### src/rtl/iop_mem_arbiter.sv
// Round-robin arbiter merging NCH IOP load/store ports onto one shared memory bus,
// one outstanding transaction at a time, with a bus watchdog and sticky per-channel timeout flags.
module iop_mem_arbiter #(
    parameter int NCH     = 2,
    parameter int AW      = 24,
    parameter int DW      = 8,
    parameter int TIMEOUT = 255
) (
    input  logic              sysclk,
    input  logic              sysrst,
    input  logic [NCH-1:0]    ch_read,
    input  logic [NCH-1:0]    ch_write,
    input  logic [NCH*AW-1:0] ch_raddr,
    input  logic [NCH*AW-1:0] ch_waddr,
    input  logic [NCH*DW-1:0] ch_wdata,
    output logic [DW-1:0]     ch_rdata,
    output logic [NCH-1:0]    ch_rrdy,
    output logic [NCH-1:0]    ch_wrdy,
    output logic [NCH-1:0]    ch_err,
    input  logic [NCH-1:0]    err_clr,
    output logic              mem_req,
    output logic              mem_we,
    output logic [AW-1:0]     mem_addr,
    output logic [DW-1:0]     mem_wdata,
    input  logic              mem_ack,
    input  logic [DW-1:0]     mem_rdata
);

    localparam int GW = (NCH > 1) ? $clog2(NCH) : 1;
    localparam int CW = (TIMEOUT > 0) ? $clog2(TIMEOUT + 1) : 1;
    localparam logic [CW-1:0] CNT_LAST = (TIMEOUT > 0) ? CW'(TIMEOUT - 1) : '0;
    localparam bit WD_EN = (TIMEOUT > 0);

    typedef enum logic [1:0] {
        IDLE = 2'd0,
        BUSY = 2'd1,
        RESP = 2'd2
    } state_t;

    state_t          state_q;
    logic [GW-1:0]   rr_ptr_q;
    logic [GW-1:0]   gnt_q;
    logic [CW-1:0]   cnt_q;
    logic            mem_req_q;
    logic            mem_we_q;
    logic [AW-1:0]   mem_addr_q;
    logic [DW-1:0]   mem_wdata_q;
    logic [DW-1:0]   rdata_q;
    logic [NCH-1:0]  rrdy_q;
    logic [NCH-1:0]  wrdy_q;
    logic [NCH-1:0]  err_q;

    logic [NCH-1:0]  pending;
    logic            gnt_vld_d;
    logic [GW-1:0]   gnt_d;
    logic [GW-1:0]   cand_idx;
    int              cand;
    logic            gnt_we_d;
    logic [AW-1:0]   gnt_addr_d;
    logic [DW-1:0]   gnt_wdata_d;
    logic            wd_expire;
    logic [NCH-1:0]  err_set_d;
    logic [NCH-1:0]  err_d;

    assign pending = ch_read | ch_write;

    // Scan starts just after the last grant so every requester gets a turn.
    always_comb begin
        gnt_vld_d = 1'b0;
        gnt_d     = '0;
        cand      = 0;
        cand_idx  = '0;
        for (int k = 1; k <= NCH; k++) begin
            cand     = (int'(rr_ptr_q) + k) % NCH;
            cand_idx = GW'(cand);
            if (!gnt_vld_d && pending[cand_idx]) begin
                gnt_vld_d = 1'b1;
                gnt_d     = cand_idx;
            end
        end
    end

    // A channel with both strobes high is served as a write first.
    always_comb begin
        gnt_we_d    = 1'b0;
        gnt_addr_d  = '0;
        gnt_wdata_d = '0;
        for (int i = 0; i < NCH; i++) begin
            if (gnt_d == GW'(i)) begin
                gnt_we_d    = ch_write[i];
                gnt_addr_d  = ch_write[i] ? ch_waddr[i*AW +: AW] : ch_raddr[i*AW +: AW];
                gnt_wdata_d = ch_wdata[i*DW +: DW];
            end
        end
    end

    assign wd_expire = WD_EN && (cnt_q == CNT_LAST);

    // An ack landing in the expiry cycle completes normally and flags nothing.
    always_comb begin
        err_set_d = '0;
        if (state_q == BUSY && !mem_ack && wd_expire) begin
            err_set_d[gnt_q] = 1'b1;
        end
    end

    assign err_d = (err_q & ~err_clr) | err_set_d;

    always_ff @(posedge sysclk or negedge sysrst) begin
        if (!sysrst) begin
            state_q     <= IDLE;
            rr_ptr_q    <= GW'(NCH - 1);
            gnt_q       <= '0;
            cnt_q       <= '0;
            mem_req_q   <= 1'b0;
            mem_we_q    <= 1'b0;
            mem_addr_q  <= '0;
            mem_wdata_q <= '0;
            rdata_q     <= '0;
            rrdy_q      <= '0;
            wrdy_q      <= '0;
        end else begin
            rrdy_q <= '0;
            wrdy_q <= '0;
            case (state_q)
                IDLE: begin
                    if (gnt_vld_d) begin
                        gnt_q       <= gnt_d;
                        rr_ptr_q    <= gnt_d;
                        mem_we_q    <= gnt_we_d;
                        mem_addr_q  <= gnt_addr_d;
                        mem_wdata_q <= gnt_wdata_d;
                        mem_req_q   <= 1'b1;
                        cnt_q       <= '0;
                        state_q     <= BUSY;
                    end
                end
                BUSY: begin
                    if (mem_ack || wd_expire) begin
                        mem_req_q <= 1'b0;
                        state_q   <= RESP;
                        if (mem_we_q) begin
                            wrdy_q[gnt_q] <= 1'b1;
                        end else begin
                            rrdy_q[gnt_q] <= 1'b1;
                            rdata_q       <= mem_ack ? mem_rdata : '1;
                        end
                    end else begin
                        cnt_q <= cnt_q + 1'b1;
                    end
                end
                RESP: begin
                    state_q <= IDLE;
                end
                default: begin
                    state_q <= IDLE;
                end
            endcase
        end
    end

    always_ff @(posedge sysclk or negedge sysrst) begin
        if (!sysrst) begin
            err_q <= '0;
        end else begin
            err_q <= err_d;
        end
    end

    assign mem_req   = mem_req_q;
    assign mem_we    = mem_we_q;
    assign mem_addr  = mem_addr_q;
    assign mem_wdata = mem_wdata_q;
    assign ch_rdata  = rdata_q;
    assign ch_rrdy   = rrdy_q;
    assign ch_wrdy   = wrdy_q;
    assign ch_err    = err_q;

endmodule

### config.mk
export PLATFORM = sky130hd
export DESIGN_NAME = iop_mem_arbiter
export DESIGN_NICKNAME = d
export VERILOG_FILES = /design/src/rtl/iop_mem_arbiter.sv
export SDC_FILE = /design/constraint.sdc
export NUM_CORES = 1
export LEC_CHECK = 0
export ABC_AREA = 0
export BUFFER_PORTS_ARGS = -buffer_cell sky130_fd_sc_hd__buf_2
export CORE_MARGIN = 4
export CORE_UTILIZATION = 40
export CTS_CLUSTER_SIZE = 24
export DETAILED_ROUTE_END_ITERATION = 8
export HOLD_SLACK_MARGIN = 0.1
export PLACE_DENSITY = 0.73
export SLEW_MARGIN = 20
export SYNTH_ARGS = -nofsm -noshare
export SYNTH_HDL_FRONTEND = slang
export SYNTH_SLANG_ARGS = --single-unit
### constraint.sdc
create_clock -name sysclk -period 1.88 [get_ports sysclk]
set_input_delay 0.188 -clock sysclk [delete_from_list [all_inputs] [get_ports sysclk]]
set_output_delay 0.188 -clock sysclk [all_outputs]
set_load 0.01 [all_outputs]
### After elaboration in Yosys (flattened, before gate mapping)

Index checks and enable logic that the tools add are counted.

* output and inout bits: 48
* bits of input ports: 129
* bits in registers: 60
* word-level logic and storage cells: 75

* order comparisons: 4
* add/subtract/negate cells: 3
* reductions and logical operators: 14
* mux-type cells: 32
* equality and inequality tests: 5
* bitwise operators: 5

Operator list (number)
* two-way mux 24 bit: 3
* two-way mux 8 bit: 4
* two-way mux 2 bit: 9
* one-hot mux 8 bit (2 select lines): 1
* two-way mux 1 bit: 12
* AND reduction 3 bit: 3
* adder 8 x 1 -> 8 bit, second input constant: 1
* equality test 8 bit, second input constant: 1
* less-than comparator 1 x 2 -> 1 bit, second input constant: 3
* logical AND 1 bit: 4
* inequality test 2 bit, second input constant: 2
* OR 2 bit: 2
* one-hot mux 2 bit (2 select lines): 1
* AND reduction 2 bit: 2
* adder 1 bit, second input constant: 2
* AND 2 bit: 1
* equality test 2 x 1 -> 1 bit, second input constant: 1
* zero test 1 bit: 2
* zero test 2 bit: 1
* inequality test 2 x 1 -> 1 bit, second input constant: 1
* inverter 2 bit: 1
* one-hot mux 1 bit (2 select lines): 1
* nonzero test 2 bit: 1
* demux 1 bit (select 1 bit): 1
* other kinds (3): 3

### Depth between registers and ports, before layout

Gate-level depths: netlist of the first run.

* depth in word-level cells: 9
* gate-level depth with buffers: 7
* mapped depth without buffers: 7

### Worst setup path after synthesis of the first run

OpenSTA, ideal clock, no wires.

* kind: reg-to-reg
* start: register cnt_q[0]
* end: register rdata_q[0], in the netlist ch_rdata[0]
* arrival: 1.403 ns
* setup time: 0.122 ns
* path slack: 0.356 ns
* required time: 1.758 ns
* period minus slack after synthesis: 1.524 ns
* path buffers: 1
* cell stages (with the launch flop): 8
* cells stage by stage: dfrtp_1 > inv_1 > ha_1 > nand3_1 > nor2_1 > o211a_1 > buf_2 > o22a_1

* cells in the longest elaborated chain, start to end: 3

RTL lines
* start: declaration: line 43 `logic [CW-1:0] cnt_q;`
* start signal: assignment: line 149 `cnt_q <= cnt_q + 1'b1;`
* equality test 8 bit: line 97 `assign wd_expire = WD_EN && (cnt_q == CNT_LAST);`
* logical OR 1 bit: line 139 `if (mem_ack || wd_expire) begin`
* AND reduction 3 bit (no line)
* end signal: assignment: line 146 `rdata_q <= mem_ack ? mem_rdata : '1;`
* end: declaration: line 48 `logic [DW-1:0] rdata_q;`

Every way passes these cells.
A chain may end at the register's enable or synchronous reset.

### Worst setup path in the final report of the first run

* start: register cnt_q[0]
* end: register rdata_q[7], in the netlist ch_rdata[7]

Same word-level chain as after synthesis.

==> run metrics, run 1 <==
status finished, final reports clean; total of warnings raised by yosys 0; number of setup buffers added after CTS 0; Post-Synth Simple-Gate Area 0.212; Slew HR 0.500; Crit path required time about 2200 ps; Worst Max-Slew Pin Slew roughly 750 ps; Critical Path Source Type register; Hold Vio Cnt, Final 0; dpl hpwl roughly 7 mm; Clock transition at path regs 70 ps; max cap viols 0; Post-Synthesis Cells about 340; Hold Path Depth 3; Syn Nets about 470; Sw Ratio 0.367; synthesis-to-layout area growth 43.8%; Post-synth EDFFs 0; asr flop ratio synth 1.00; largest net degree at the start of global routing 58; Netlist Area Pre-Place ~3200 sq um; CTS tree yes; register area 1500 sq um; DRT Wirelength 9.09 mm; DRC viols 0; Crit path largest cell delay 420 ps; crit-path max FO 9; Antenna diodes 0; Worst EP arrival 1980 ps; Seq/Total Area, Yosys 0.471; fin crit period 1710 ps; Synth Area in Adders 0.00785; slowest CP cell dfrtp_1; post-synthesis xor/xnor area fraction 0.00549; Die H between 90 and 100 um; Worst Hold Slack about 110 ps; post-route worst setup slack approximately 170 ps; critical path class register to register; WP depth 6; vias in the first global route ~3.2k; initial antenna violation count 0; Max clock buf depth 2; hold_sp ch_wdata[4]; R2R cell count 6; clock sink count 60; total congestion overflow 0; Clock Latency Late Sink approximately 330 ps; HP Class input pin to register; GPL Wtd Cong between 0.9 and 1; CTS buffer count 9; mux share of post-synthesis cell area 0; area of the multi-input gates about 1600 sq um; first-iteration detailed-routing DRC count 73; Compound-Gate Fraction of Synth Area 0.257; Filler cells about 700; Most used DFF post-synth dfrtp_1; H-tree depth 3; Peak VDD IR around 0.48 mV; Nets ~650; sequential share of power 0.352; Die Wd 97.3 um; cell family with most CP delay compound AO/OA/AOI/OAI gates; Placement Setup Slack -71.3 ps; P_leak 2.16 nW; Vias around 3.2k; Core Area between 7000 and 8000 sq um; Clk pwr share 0.234; # port buffers about 180; r2r startpoint cnt_q[0]$_DFFE_PN0P_; Final setup viols 0; first-pass GRT wire length 15.0 mm; Avg Inst Size Synth around 9.5 sq um; layout cell share with drive strength beyond 1 0.393; fin crit share 0.907; All-Layer GR Usage 0.193; Int Pwr between 3 and 4 mW; Routed Antenna Nets 0; CP startpoint cnt_q[0]$_DFFE_PN0P_; RSZ-0062 raised after global routing false; setup TNS 0 ps; CP Capture Type register; Peak Freq around 590 MHz; full die area ~9500 sq um; Initial Utilization 0.413; Routed wire per std cell 14.4 um; synth unique cells 41; largest family of logic cells by synthesized area compound AO/OA/AOI/OAI gates; crit-path cells inv_1 > ha_1 > nand3_1 > nor2_1 > o211a_1 > o22a_1; Logic pwr share 0.414; Core Rows 32; Synth Register Bits 60; I/O pin total around 180; first-pass iteration count of the detailed router 4; clk_skew just under 8 ps; Max Transition Viols Final 0; Switch Pwr about 2.2 mW; final core utilization 0.593; Power Density about 1300 nW/um^2; crit path buf inv count 1; number of vias per cell a little over 5; Root Driver clkbuf_8
[final cells by class]
type,instances,share of cell area
Multi-Input combinational cell,246,0.339
Sequential cell,60,0.328
Timing Repair Buffer,199,0.246
Clock buffer,10,0.0300
Tap cell,102,0.0278
Clock inverter,6,0.0243
Inverter,6,0.00491
[layer usage]
metal	global-route usage	share of wire	vias to the layer above	wire length, um
met5	0	0	-	0
met4	0.0543	0.013	0	115
met3	0.0589	0.081	12	732
met2	0.327	0.48	122	4380
met1	0.238	0.42	1458	3860
li1	-	-	1601	-
[Yosys cell counts, drive strengths merged (2+ instances only)]
cell	instances	area, sq um
nand4	4	25.0
nand2	45	169
nor2	10	37.5
nand3	8	40.0
inv	6	22.5
buf	19	103
dfrtp	59	1480
or3	2	12.5
a31oi	8	50.1
and2	3	18.8
o31ai	25	193
nor2b	49	307
ha	2	25.0
and3	2	12.5
nor3	3	15.0
o21ai	13	68.8
clkbuf	6	22.5
a211oi	48	360
o22a	8	70.1
o211ai	2	15.0
[worst reg2reg max path, stage by stage (launching register included)]
cell     delay [ps]
dfrtp_1         420
inv_1            70
ha_1            140
nand3_1         210
nor2_1          280
o211a_1         340
o22a_1          180
[sequential cells by signal, summed over array words and instances, names as in the netlist]
name,flops
mem_addr,24
ch_rdata,8
cnt_q,8
mem_wdata,8
ch_err,2
ch_rrdy,2
ch_wrdy,2
state_q,2
gnt_q,1
mem_req,1
mem_we,1
rr_ptr_q,1
[power by group through the flow]
stage | combinational (mW) | sequential, mW | clock, mW
2_1_floorplan | 1.34 | 2.35 | 0
3_3_place_gp | 2.47 | 2.14 | 0
3_5_place_dp | 2.54 | 2.15 | 0
4_1_cts | 2.57 | 2.15 | 1.45
5_1_grt | 2.80 | 2.22 | 1.51
6_report | 2.52 | 2.14 | 1.43
[logic make-up (layout without fill, tap and decap cells)]
logic type,after synthesis,after routing
flip-flops,60,60
buffers and inverters,31,221
AND/OR/NAND/NOR,130,130
AO/OA/AOI/OAI,112,112
XOR/XNOR,2,2
adder cells (fa/ha/maj),2,2
[placed cells by master (no fill, tap or decap), types with 2 or more instances in the layout]
| cell type | count |
|---|---|
| o22a_1 | 8 |
| inv_1 | 6 |
| and2_1 | 3 |
| buf_12 | 3 |
| a211oi_1 | 48 |
| clkbuf_8 | 10 |
| o21ai_0 | 9 |
| nor3_1 | 2 |
| buf_2 | 176 |
| nor2b_1 | 49 |
| nor2_1 | 10 |
| nand2_1 | 45 |
| nand4_1 | 4 |
| o211ai_1 | 2 |
| dlygate4sd3_1 | 15 |
| a31oi_1 | 8 |
| o21ai_2 | 2 |
| dfrtp_1 | 59 |
| and3_1 | 2 |
| ha_1 | 2 |
| nand3_1 | 8 |
| o21ai_1 | 2 |
| o31ai_1 | 24 |
| buf_4 | 5 |
| bufinv_16 | 3 |
[final timing paths]
path | endpoint | slack, ps
max reg2reg | ch_rdata[7]$_DFFE_PN0P_ | 170
min reg2reg | mem_addr[6]$_DFFE_PN0P_ | 470
min | mem_wdata[4]$_DFFE_PN0P_ | 110
max in group asynchronous | rr_ptr_q$_DFFE_PN1P_ | 880
max | ch_rdata[7]$_DFFE_PN0P_ | 170
min in group asynchronous | mem_addr[12]$_DFFE_PN0P_ | 370
[through the flow]
step	area [sq um]	std cells	power, mW
finish	4580	629	6.09
global route	4580	629	6.53
CTS	4580	629	6.17
detailed placement	4180	598	4.70
global placement	4180	598	4.61
floorplan	3190	337	3.69
[repair_timing]
action	CTS	global route
setup endpoints to repair	1	0
gates resized for setup	1	0
hold endpoints to repair	34	0
hold buffers	15	0
(Power assumes the default switching activity.)
==> inputs of run 2 (changes only) <==
==> constraint.sdc (replaced) <==
create_clock -name sysclk -period 2 [get_ports sysclk]
set_input_delay 0.2 -clock sysclk [delete_from_list [all_inputs] [get_ports sysclk]]
set_output_delay 0.2 -clock sysclk [all_outputs]
set_load 0.01 [all_outputs]
==> run 2 against run 1 <==
Maximum frequency decreased by 0.13%; critical endpoint is now ch_rdata[0]$_DFFE_PN0P_; critical path depth unchanged; routed wire length down 2.7%; combinational power fell by 8.3%; global-route usage is 0.41 points lower; clock power down 8%; design area is 1.4% lower; via count is 0.88% lower; hold slack better by 7.9 ps; sequential power is 6% lower; critical path type unchanged; first-iteration DRC count up 19%; utilization down 0.81 points.
==> run metrics, run 2 (synthesis gave the netlist of run 1 again) <==
status finished, final reports clean; # port buffers 176 (unchanged); DRT Wirelength 8.85 mm (-2.7%); RR Endpoint ch_rdata[0]$_DFFE_PN0P_; Peak VDD IR 0.528 mV (+11%); HP Class input pin to register; most frequent cells in the layout buf_2 (176), dfrtp_1 (59), nor2b_1 (49); RSZ-0062 raised after global routing false; Slew HR 0.509 (+0.00863); Clock Latency Late Sink 330 ps (about the same); CP Capture Type register; full die area 9460 sq um (unchanged); r2r startpoint cnt_q[0]$_DFFE_PN0P_; P_leak 2.13 nW (-1.3%); dpl hpwl 6.77 mm (-2.3%); Routed Antenna Nets 0 (unchanged); clk_skew 8.59 ps (+0.797 ps); All-Layer GR Usage 0.189 (-0.00413); worst hold endpoint mem_wdata[5]$_DFFE_PN0P_; Clock transition at path regs 70 ps (about the same); Hold Vio Cnt, Final 0 (unchanged); critical path class register to register; Peak Freq 585 MHz (-0.13%); setup TNS 0 ps (unchanged); max reg flops 24 (unchanged); Hold Path Depth 3 (unchanged); Max Transition Viols Final 0 (unchanged); most common cell after layout, fill and taps aside buf_2; largest net degree at the start of global routing 58 (unchanged); fin crit period 1710 ps (+2.25 ps); GPL Wtd Cong 0.871 (-5.1%); routed wl met2 4.29 mm (-2.2%); number of setup buffers added after CTS 0 (unchanged); Max clock buf depth 2 (unchanged); Antenna diodes 0 (unchanged); Root Driver clkbuf_8; I/O pin total 177 (unchanged); first-pass GRT wire length 14.8 mm (-1.4%); fin crit share 0.854 (-0.0533); initial antenna violation count 0 (unchanged); clock sink count 60 (unchanged); Final setup viols 0 (unchanged); Metal-1 WL 3.69 mm (-4.4%); first-iteration detailed-routing DRC count 87 (+19%); CTS buffer count 9 (unchanged); crit-path max FO 9 (unchanged); Critical Path Source Type register; H-tree depth 3 (unchanged); layout cell share with drive strength beyond 1 0.393 (about the same); highest routed layer met4; total congestion overflow 0 (unchanged); Nets 649 (-0.61%); Worst EP arrival 1970 ps (about the same); overall power 5.63 mW (-7.5%); Vias 3165 (-0.88%); max cap viols 0 (unchanged); R2R cell count 6 (unchanged); Power Density 1250 nW/um^2 (-6.2%); hold_sp ch_wdata[13]; Core Rows 32 (unchanged); first-pass iteration count of the detailed router 4 (unchanged); Core Area 7730 sq um (unchanged); vias in the first global route 3147 (-1.7%); CTS tree yes; number of vias per cell 5.07 (about the same); DRC viols 0 (unchanged); Crit path required time 2260 ps (+110 ps); Routed wire per std cell 14.2 um (-1.9%); slowest CP cell dfrtp_1; r2r setup slk 290 ps (+120 ps); Die H 97.3 um (unchanged); Die Wd 97.3 um (unchanged); Worst Max-Slew Pin Slew 734 ps (-12.9 ps); Initial Utilization 0.413 (unchanged); Crit path largest cell delay 430 ps (about the same); crit-path cells inv_1 > ha_1 > nand3_1 > nor2_1 > o211a_1 > o22a_1; synthesis-to-layout area growth 41.8%; routed length on met3 707 um (-3.4%)
==> run 2: final cells by class <==
class	instances	area (sq um)
timing repair buffer	195	1080
fill	672	3210
clock buffer	11	141
multi-input combinational	246	1550
inverter	6	22.5
tap	102	128
clock inverter	4	97.6
sequential	60	1500
==> run 2: worst max path at each step <==
stage / from / slack [ps] / cells past startpoint / end
floorplan: cnt_q[0]$_DFFE_PN0P_ / 480 / 7 / ch_rdata[0]$_DFFE_PN0P_
global placement: state_q[1]$_DFFE_PN0P_ / 150 / 3 / mem_we$_DFFE_PN0P_
detailed placement: ch_read[1] / 120 / 6 / cnt_q[4]$_DFFE_PN0P_
CTS: state_q[1]$_DFFE_PN0P_ / 110 / 3 / mem_we$_DFFE_PN0P_
global route: cnt_q[0]$_DFFE_PN0P_ / 110 / 6 / ch_rdata[7]$_DFFE_PN0P_
finish: cnt_q[0]$_DFFE_PN0P_ / 290 / 6 / ch_rdata[0]$_DFFE_PN0P_
==> run 2: where the power goes <==
part	total [mW]	internal, mW	switching [mW]
clock network	1.31	0.856	0.453
logic	2.31	1.00	1.31
registers	2.01	1.72	0.292
==> run 2: layer usage <==
layer | vias up | GRT usage
met2 | 124 | 0.325
met1 | 1432 | 0.226
met3 | 15 | 0.0517
met5 | - | 0
li1 | 1594 | -
met4 | 0 | 0.0660
==> run 2: timing repair <==
item                                   4_1_cts  5_1_grt
hold buffers                                11        0
gates resized for setup                      0        0
endpoints found under the hold margin       34        0
==> run 2: critical path, delay by kind of cell, from the launching register on <==
family / cells / cell delay (ps)
simple gates: 2 / 480
flops: 1 / 430
fa+ha+maj: 1 / 140
buf+inv: 1 / 80
compound gates: 2 / 530
==> run 2: per-stage QoR <==
step | cell area, sq um | hold WS, ps | util | std cells | setup slack [ps]
6_report | 4520 | 116 | 0.585 | 624 | 292
5_1_grt | 4520 | 115 | 0.585 | 624 | 106
4_1_cts | 4520 | 103 | 0.584 | 624 | 105
3_5_place_dp | 4170 | 239 | 0.539 | 598 | 124
3_3_place_gp | 4170 | 232 | 0.539 | 598 | 151
2_1_floorplan | 3190 | -95.6 | - | 337 | 476
